$ cat src/rtl/ibex_bus_arbiter.sv
// 2:1 round-robin arbiter sharing one Ibex req/gnt/rvalid port between data (0) and instruction (1) requesters.
// Optional grant/stall counters are enabled with the IBEX_BUS_ARB_PERF_EN macro.
module ibex_bus_arbiter #(
  parameter int unsigned AddrWidth      = 32,
  parameter int unsigned DataWidth      = 32,
  parameter int unsigned MaxOutstanding = 2
) (
  input  logic                   clk,
  input  logic                   rst,
  input  logic                   m0_req,
  output logic                   m0_gnt,
  output logic                   m0_rvalid,
  input  logic [AddrWidth-1:0]   m0_addr,
  input  logic                   m0_we,
  input  logic [DataWidth/8-1:0] m0_be,
  input  logic [DataWidth-1:0]   m0_wdata,
  output logic [DataWidth-1:0]   m0_rdata,
  output logic                   m0_err,
  input  logic                   m1_req,
  output logic                   m1_gnt,
  output logic                   m1_rvalid,
  input  logic [AddrWidth-1:0]   m1_addr,
  input  logic                   m1_we,
  input  logic [DataWidth/8-1:0] m1_be,
  input  logic [DataWidth-1:0]   m1_wdata,
  output logic [DataWidth-1:0]   m1_rdata,
  output logic                   m1_err,
  output logic                   s_req,
  input  logic                   s_gnt,
  input  logic                   s_rvalid,
  output logic [AddrWidth-1:0]   s_addr,
  output logic                   s_we,
  output logic [DataWidth/8-1:0] s_be,
  output logic [DataWidth-1:0]   s_wdata,
  input  logic [DataWidth-1:0]   s_rdata,
  input  logic                   s_err,
  output logic                   unexp_rvalid
`ifdef IBEX_BUS_ARB_PERF_EN
  ,
  output logic [31:0]            perf_gnt0,
  output logic [31:0]            perf_gnt1,
  output logic [31:0]            perf_stall
`endif
);

  localparam int unsigned PtrW = (MaxOutstanding > 1) ? $clog2(MaxOutstanding) : 1;
  localparam int unsigned CntW = $clog2(MaxOutstanding + 1);
  localparam logic [CntW-1:0] MaxCnt  = CntW'(MaxOutstanding);
  localparam logic [PtrW-1:0] LastPtr = PtrW'(MaxOutstanding - 1);

  logic                      rr_ptr;
  logic                      lock;
  logic                      lock_id;
  logic                      sel;
  logic                      sel_req;
  logic                      grant;
  logic                      pop;
  logic                      head;
  logic [MaxOutstanding-1:0] owner_q;
  logic [PtrW-1:0]           wr_ptr;
  logic [PtrW-1:0]           rd_ptr;
  logic [CntW-1:0]           count;

  function automatic logic [PtrW-1:0] ptr_inc(input logic [PtrW-1:0] p);
    return (p == LastPtr) ? '0 : p + 1'b1;
  endfunction

  // A locked request keeps its owner; otherwise a lone requester wins and ties go to rr_ptr.
  always_comb begin
    sel = rr_ptr;
    if (lock) begin
      sel = lock_id;
    end else if (m0_req && !m1_req) begin
      sel = 1'b0;
    end else if (m1_req && !m0_req) begin
      sel = 1'b1;
    end
  end

  assign sel_req = sel ? m1_req : m0_req;
  assign s_req   = !rst && sel_req && (lock || (count < MaxCnt));
  assign s_addr  = sel ? m1_addr  : m0_addr;
  assign s_we    = sel ? m1_we    : m0_we;
  assign s_be    = sel ? m1_be    : m0_be;
  assign s_wdata = sel ? m1_wdata : m0_wdata;

  assign grant  = s_req && s_gnt;
  assign m0_gnt = grant && !sel;
  assign m1_gnt = grant && sel;

  assign head         = owner_q[rd_ptr];
  assign pop          = !rst && s_rvalid && (count != '0);
  assign m0_rvalid    = pop && !head;
  assign m1_rvalid    = pop && head;
  assign m0_rdata     = s_rdata;
  assign m1_rdata     = s_rdata;
  assign m0_err       = s_err;
  assign m1_err       = s_err;
  assign unexp_rvalid = !rst && s_rvalid && (count == '0);

  // Owner FIFO records who was granted so responses route back in grant order.
  always_ff @(posedge clk) begin
    if (rst) begin
      rr_ptr  <= 1'b0;
      lock    <= 1'b0;
      lock_id <= 1'b0;
      owner_q <= '0;
      wr_ptr  <= '0;
      rd_ptr  <= '0;
      count   <= '0;
    end else begin
      if (grant) begin
        owner_q[wr_ptr] <= sel;
        wr_ptr          <= ptr_inc(wr_ptr);
        rr_ptr          <= ~sel;
        lock            <= 1'b0;
      end else if (s_req) begin
        lock    <= 1'b1;
        lock_id <= sel;
      end
      if (pop) begin
        rd_ptr <= ptr_inc(rd_ptr);
      end
      if (grant && !pop) begin
        count <= count + 1'b1;
      end else if (pop && !grant) begin
        count <= count - 1'b1;
      end
    end
  end

`ifdef IBEX_BUS_ARB_PERF_EN
  always_ff @(posedge clk) begin
    if (rst) begin
      perf_gnt0  <= '0;
      perf_gnt1  <= '0;
      perf_stall <= '0;
    end else begin
      if (m0_gnt && (perf_gnt0 != 32'hFFFF_FFFF)) begin
        perf_gnt0 <= perf_gnt0 + 32'd1;
      end
      if (m1_gnt && (perf_gnt1 != 32'hFFFF_FFFF)) begin
        perf_gnt1 <= perf_gnt1 + 32'd1;
      end
      if ((m0_req || m1_req) && !grant && (perf_stall != 32'hFFFF_FFFF)) begin
        perf_stall <= perf_stall + 32'd1;
      end
    end
  end
`endif

endmodule
$ cat config.mk
export PLATFORM = sky130hd
export DESIGN_NAME = ibex_bus_arbiter
export DESIGN_NICKNAME = d
export VERILOG_FILES = /design/src/rtl/ibex_bus_arbiter.sv
export SDC_FILE = /design/constraint.sdc
export NUM_CORES = 1
export LEC_CHECK = 0
export CAP_MARGIN = 20
export CORE_AREA = 8 8 117 119
export CTS_CLUSTER_SIZE = 10
export DETAILED_ROUTE_END_ITERATION = 10
export DIE_AREA = 0 0 125 127
export PLACE_DENSITY_LB_ADDON = 0.08
export SYNTH_ARGS = -nofsm -noshare
export SYNTH_HDL_FRONTEND = slang
export SYNTH_SLANG_ARGS = --single-unit
$ cat constraint.sdc
create_clock -name clk -period 2.5 [get_ports clk]
set_input_delay 0.375 -clock clk [delete_from_list [all_inputs] [get_ports clk]]
set_output_delay 0.375 -clock clk [all_outputs]
set_load 0.05 [all_outputs]
==> qor.yml, run 1 <==
status:
  status: "completed"
routing:
  first_pass_iters: 2
  ant_nets: 0
  remaining_drc_errors: 0
  viasPerCell: 3.893
  wl_per_cell_um: 18.99
  drt-initial-drc-count: 35
  wirelength_um: 9782
  vias: 2005
synthesis:
  synth_adder_area_share_pct: 0.6959
  synth_top_family_by_area: "multiplexers"
  synth_fp_nets: 377
  ys_top_cells_by_area: "mux2_1 (43%), buf_4 (30%), dfxtp_1 (10%)"
  ys.flop_type: "dfxtp_1"
  synth.distinct_cells: 29
  synth_top_area_share_pct: 43.22
  synth_mux_area_share_pct: 44.33
  synth_cells: 199
  yosys_warnings: 0
  synth-seq-cells: 9
  syn_area_um2: 1798
  ys_seq_area_share_pct: 10.02
  yosys.area_share.simple_pct: 6.889
  async_flop_share_pct: 0
  synthXorXnorAreaFrac_pct: 1.461
  synth_edf_count: 0
  yosysTopAreaCell: "mux2_1"
  syn_avg_cell_area_um2: 9.035
  synth_compound_area_share_pct: 4.871
floorplanning:
  dieArea_um2: 15880
  num_rows: 40
  start_util_pct: 15.22
  pin_count: 318
  core_area_um2: 11810
  die_x_um: 125
  die_y_um: 127
setup_path:
  r2r_end: "count[1]$_SDFFE_PP0P_"
  critPathKind: "in2out"
  cp-startpoint: "m0_req"
  crit_arrival_ns: 1.97
  reg2reg_slack_ns: 0.54
  critical-path-slowest-cell: "mux2_1"
  cp-start-kind: "input pin"
  r2r-start: "lock_id$_SDFFE_PP0P_"
  cp.buffers_inverters: 4
  reg2regPathDepth: 8
  cp-endpoint: "s_wdata[17]"
  crit_fanout: 8
  cp_data_required_time_ns: 2.12
  crit_cells: 7
  worst_path_largest_cell_delay_ns: 0.33
  crit_chain: "dlygate4sd2_1 > a21boi_2 > o31ai_4 > buf_12 > bufbuf_16 > mux2_1 > buf_6"
  end_kind: "primary output"
  path_delay_family: "buffers and inverters"
clock_tree:
  clkSlewWorstSetupHoldPaths_ns: 0.04
  cts.sinks: 9
  worstSkewPairLatency_ns: 0.23
  clockBufferDepth: 2
  htreeDepth: 1
  cts_tree: "built"
  root_buffer: "clkbuf_16"
  ctsHoldBuffers: 0
  cts_made_buffers: 3
place:
  portBuffers: 218
  place_congestion: 0.7054
  place_area_um2: 3689
  dpl_worst_slack_ns: -0.09086
  dpl.hpwl_um: 8715
  place_inst: 505
power_and_ir_drop:
  totalPowerFinal_mw: 1.898
  ir_worst_vdd_mv: 0.2522
  leakagePower_nw: 1.596
  power.density_nw_per_um2: 487.7
run:
  max_cap_viol_count: 0
layout:
  utilization_pct: 32.94
  area_delta_synth_final_pct: 116.4
  layout.cells.non_filler: 515
  fin_area_um2: 3891
  drive_gt1_share_pct: 29.16
  nNetsFinal: 546
sta:
  fmax_mhz: 426.0
  holdWs_ns: 0.4819
  setup_ws_ns: 0.1523
  finalSetupViolCount: 0
  fin_crit_ns: 2.348
  tightest_slew_ns: 0.3649
  hold_violations: 0
  slew_viol_final: 0
  relSlewSlack_pct: 75.51
  timing.setup.tns_ns: 0
  fin_crit_sh_pct: 93.91
  rsz0062_at_grt: "no"
  finalClockSkew_ns: 0.0009703
global_route:
  grt_pass1_wl_um: 14390
  grt_pass1_vias: 2121
  grt_overflow: 0
  antenna_found_initial: 1
  grt_use_total_pct: 11.69
  grt_max_degree: 22
min_path:
  holdCritStartpoint: "wr_ptr$_SDFFE_PP0P_"
  worstHoldPathType: "reg2reg"
[sequential cells by signal, indices dropped and copies added, names as in the netlist]
name     flops
count        2
owner_q      2
lock         1
lock_id      1
rd_ptr       1
rr_ptr       1
wr_ptr       1
[synth_stat cells, types with 2 or more instances]
cell / instances
a21oi_1: 2
a31oi_1: 2
buf_2: 2
buf_4: 72
dfxtp_1: 9
inv_1: 2
mux2_1: 69
mux2i_1: 2
nor2_1: 7
nor2b_1: 4
nor3_1: 4
nor4_1: 2
o21ai_0: 2
o21ai_1: 3
xor2_1: 3
[cell type report]
cell class              count  area (µm²)
well taps                 147       183.9
flip-flops and latches      9       180.2
clock buffers               4       78.83
inverters                   4       16.27
diodes                      1       2.502
repair buffers            239        2366
fillers                  1247        7920
multi-input cells         111        1064
[kinds of logic (layout without fill, tap and decap cells)]
group | Yosys count | after routing
AO/OA/AOI/OAI | 13 | 13
XOR/XNOR | 3 | 3
adder cells (fa/ha/maj) | 1 | 1
buffers and inverters | 79 | 247
flip-flops | 9 | 9
multiplexers | 71 | 71
other | 0 | 1
AND/OR/NAND/NOR | 23 | 23
[worst min-delay path by stage]
stage,endpoint,cells past startpoint
after floorplan,wr_ptr$_SDFFE_PP0P_,1
after global placement,wr_ptr$_SDFFE_PP0P_,1
after detailed placement,wr_ptr$_SDFFE_PP0P_,1
after CTS,wr_ptr$_SDFFE_PP0P_,1
after global routing,wr_ptr$_SDFFE_PP0P_,1
final,wr_ptr$_SDFFE_PP0P_,1
[worst reg2reg max path, stage by stage (launching register included)]
cell	delay, ns
dfxtp_1	0.39
mux2i_1	0.10
a2111o_1	0.47
clkinv_2	0.07
nand2_2	0.07
inv_2	0.08
ha_1	0.24
or3_1	0.35
a21oi_1	0.14
[power breakdown]
group	total [mW]	internal (mW)	switching, mW
clock network	0.284	0.213	0.0711
logic	1.43	0.643	0.788
registers	0.182	0.162	0.0197
[placed cells by master (no fill, tap or decap), drive strengths merged, types with 2 or more instances in the layout]
cell type      count
a21oi              2
a31oi              2
inv                3
mux2              69
nor2               7
nor2b              4
dlygate4sd2        2
nor4               2
clkdlybuf4s50    141
o21ai              5
xor2               3
dfxtp              9
nor3               5
clkbuf             4
nand2              2
buf               95
mux2i              2
[routing by layer]
| layer | GRT usage (%) | up-vias | part of all wire [%] |
|---|---|---|---|
| met3 | 4.368 | 5 | 9.0 |
| met5 | 0 | - | 0 |
| li1 | - | 965 | - |
| met2 | 21.92 | 135 | 52 |
| met1 | 12.52 | 900 | 39 |
| met4 | 1.504 | 0 | 0.37 |
[timing repair]
action | CTS | global route
buffers inserted | 4 | 0
gates resized for setup | 16 | 0
setup endpoints to repair | 65 | 0
Power figures use the tool's default switching activity.
==> run 2, diff against run 1 <==
--- a/config.mk
+++ b/config.mk
@@ -5,6 +5,7 @@
 export SDC_FILE = /design/constraint.sdc
 export NUM_CORES = 1
 export LEC_CHECK = 0
+export ABC_CLOCK_PERIOD_IN_PS = 2500
 export CAP_MARGIN = 20
 export CORE_AREA = 8 8 117 119
 export CTS_CLUSTER_SIZE = 10
==> results of run 2 <==
No change in the layout: final DEF, timing and power equal those of run 1.
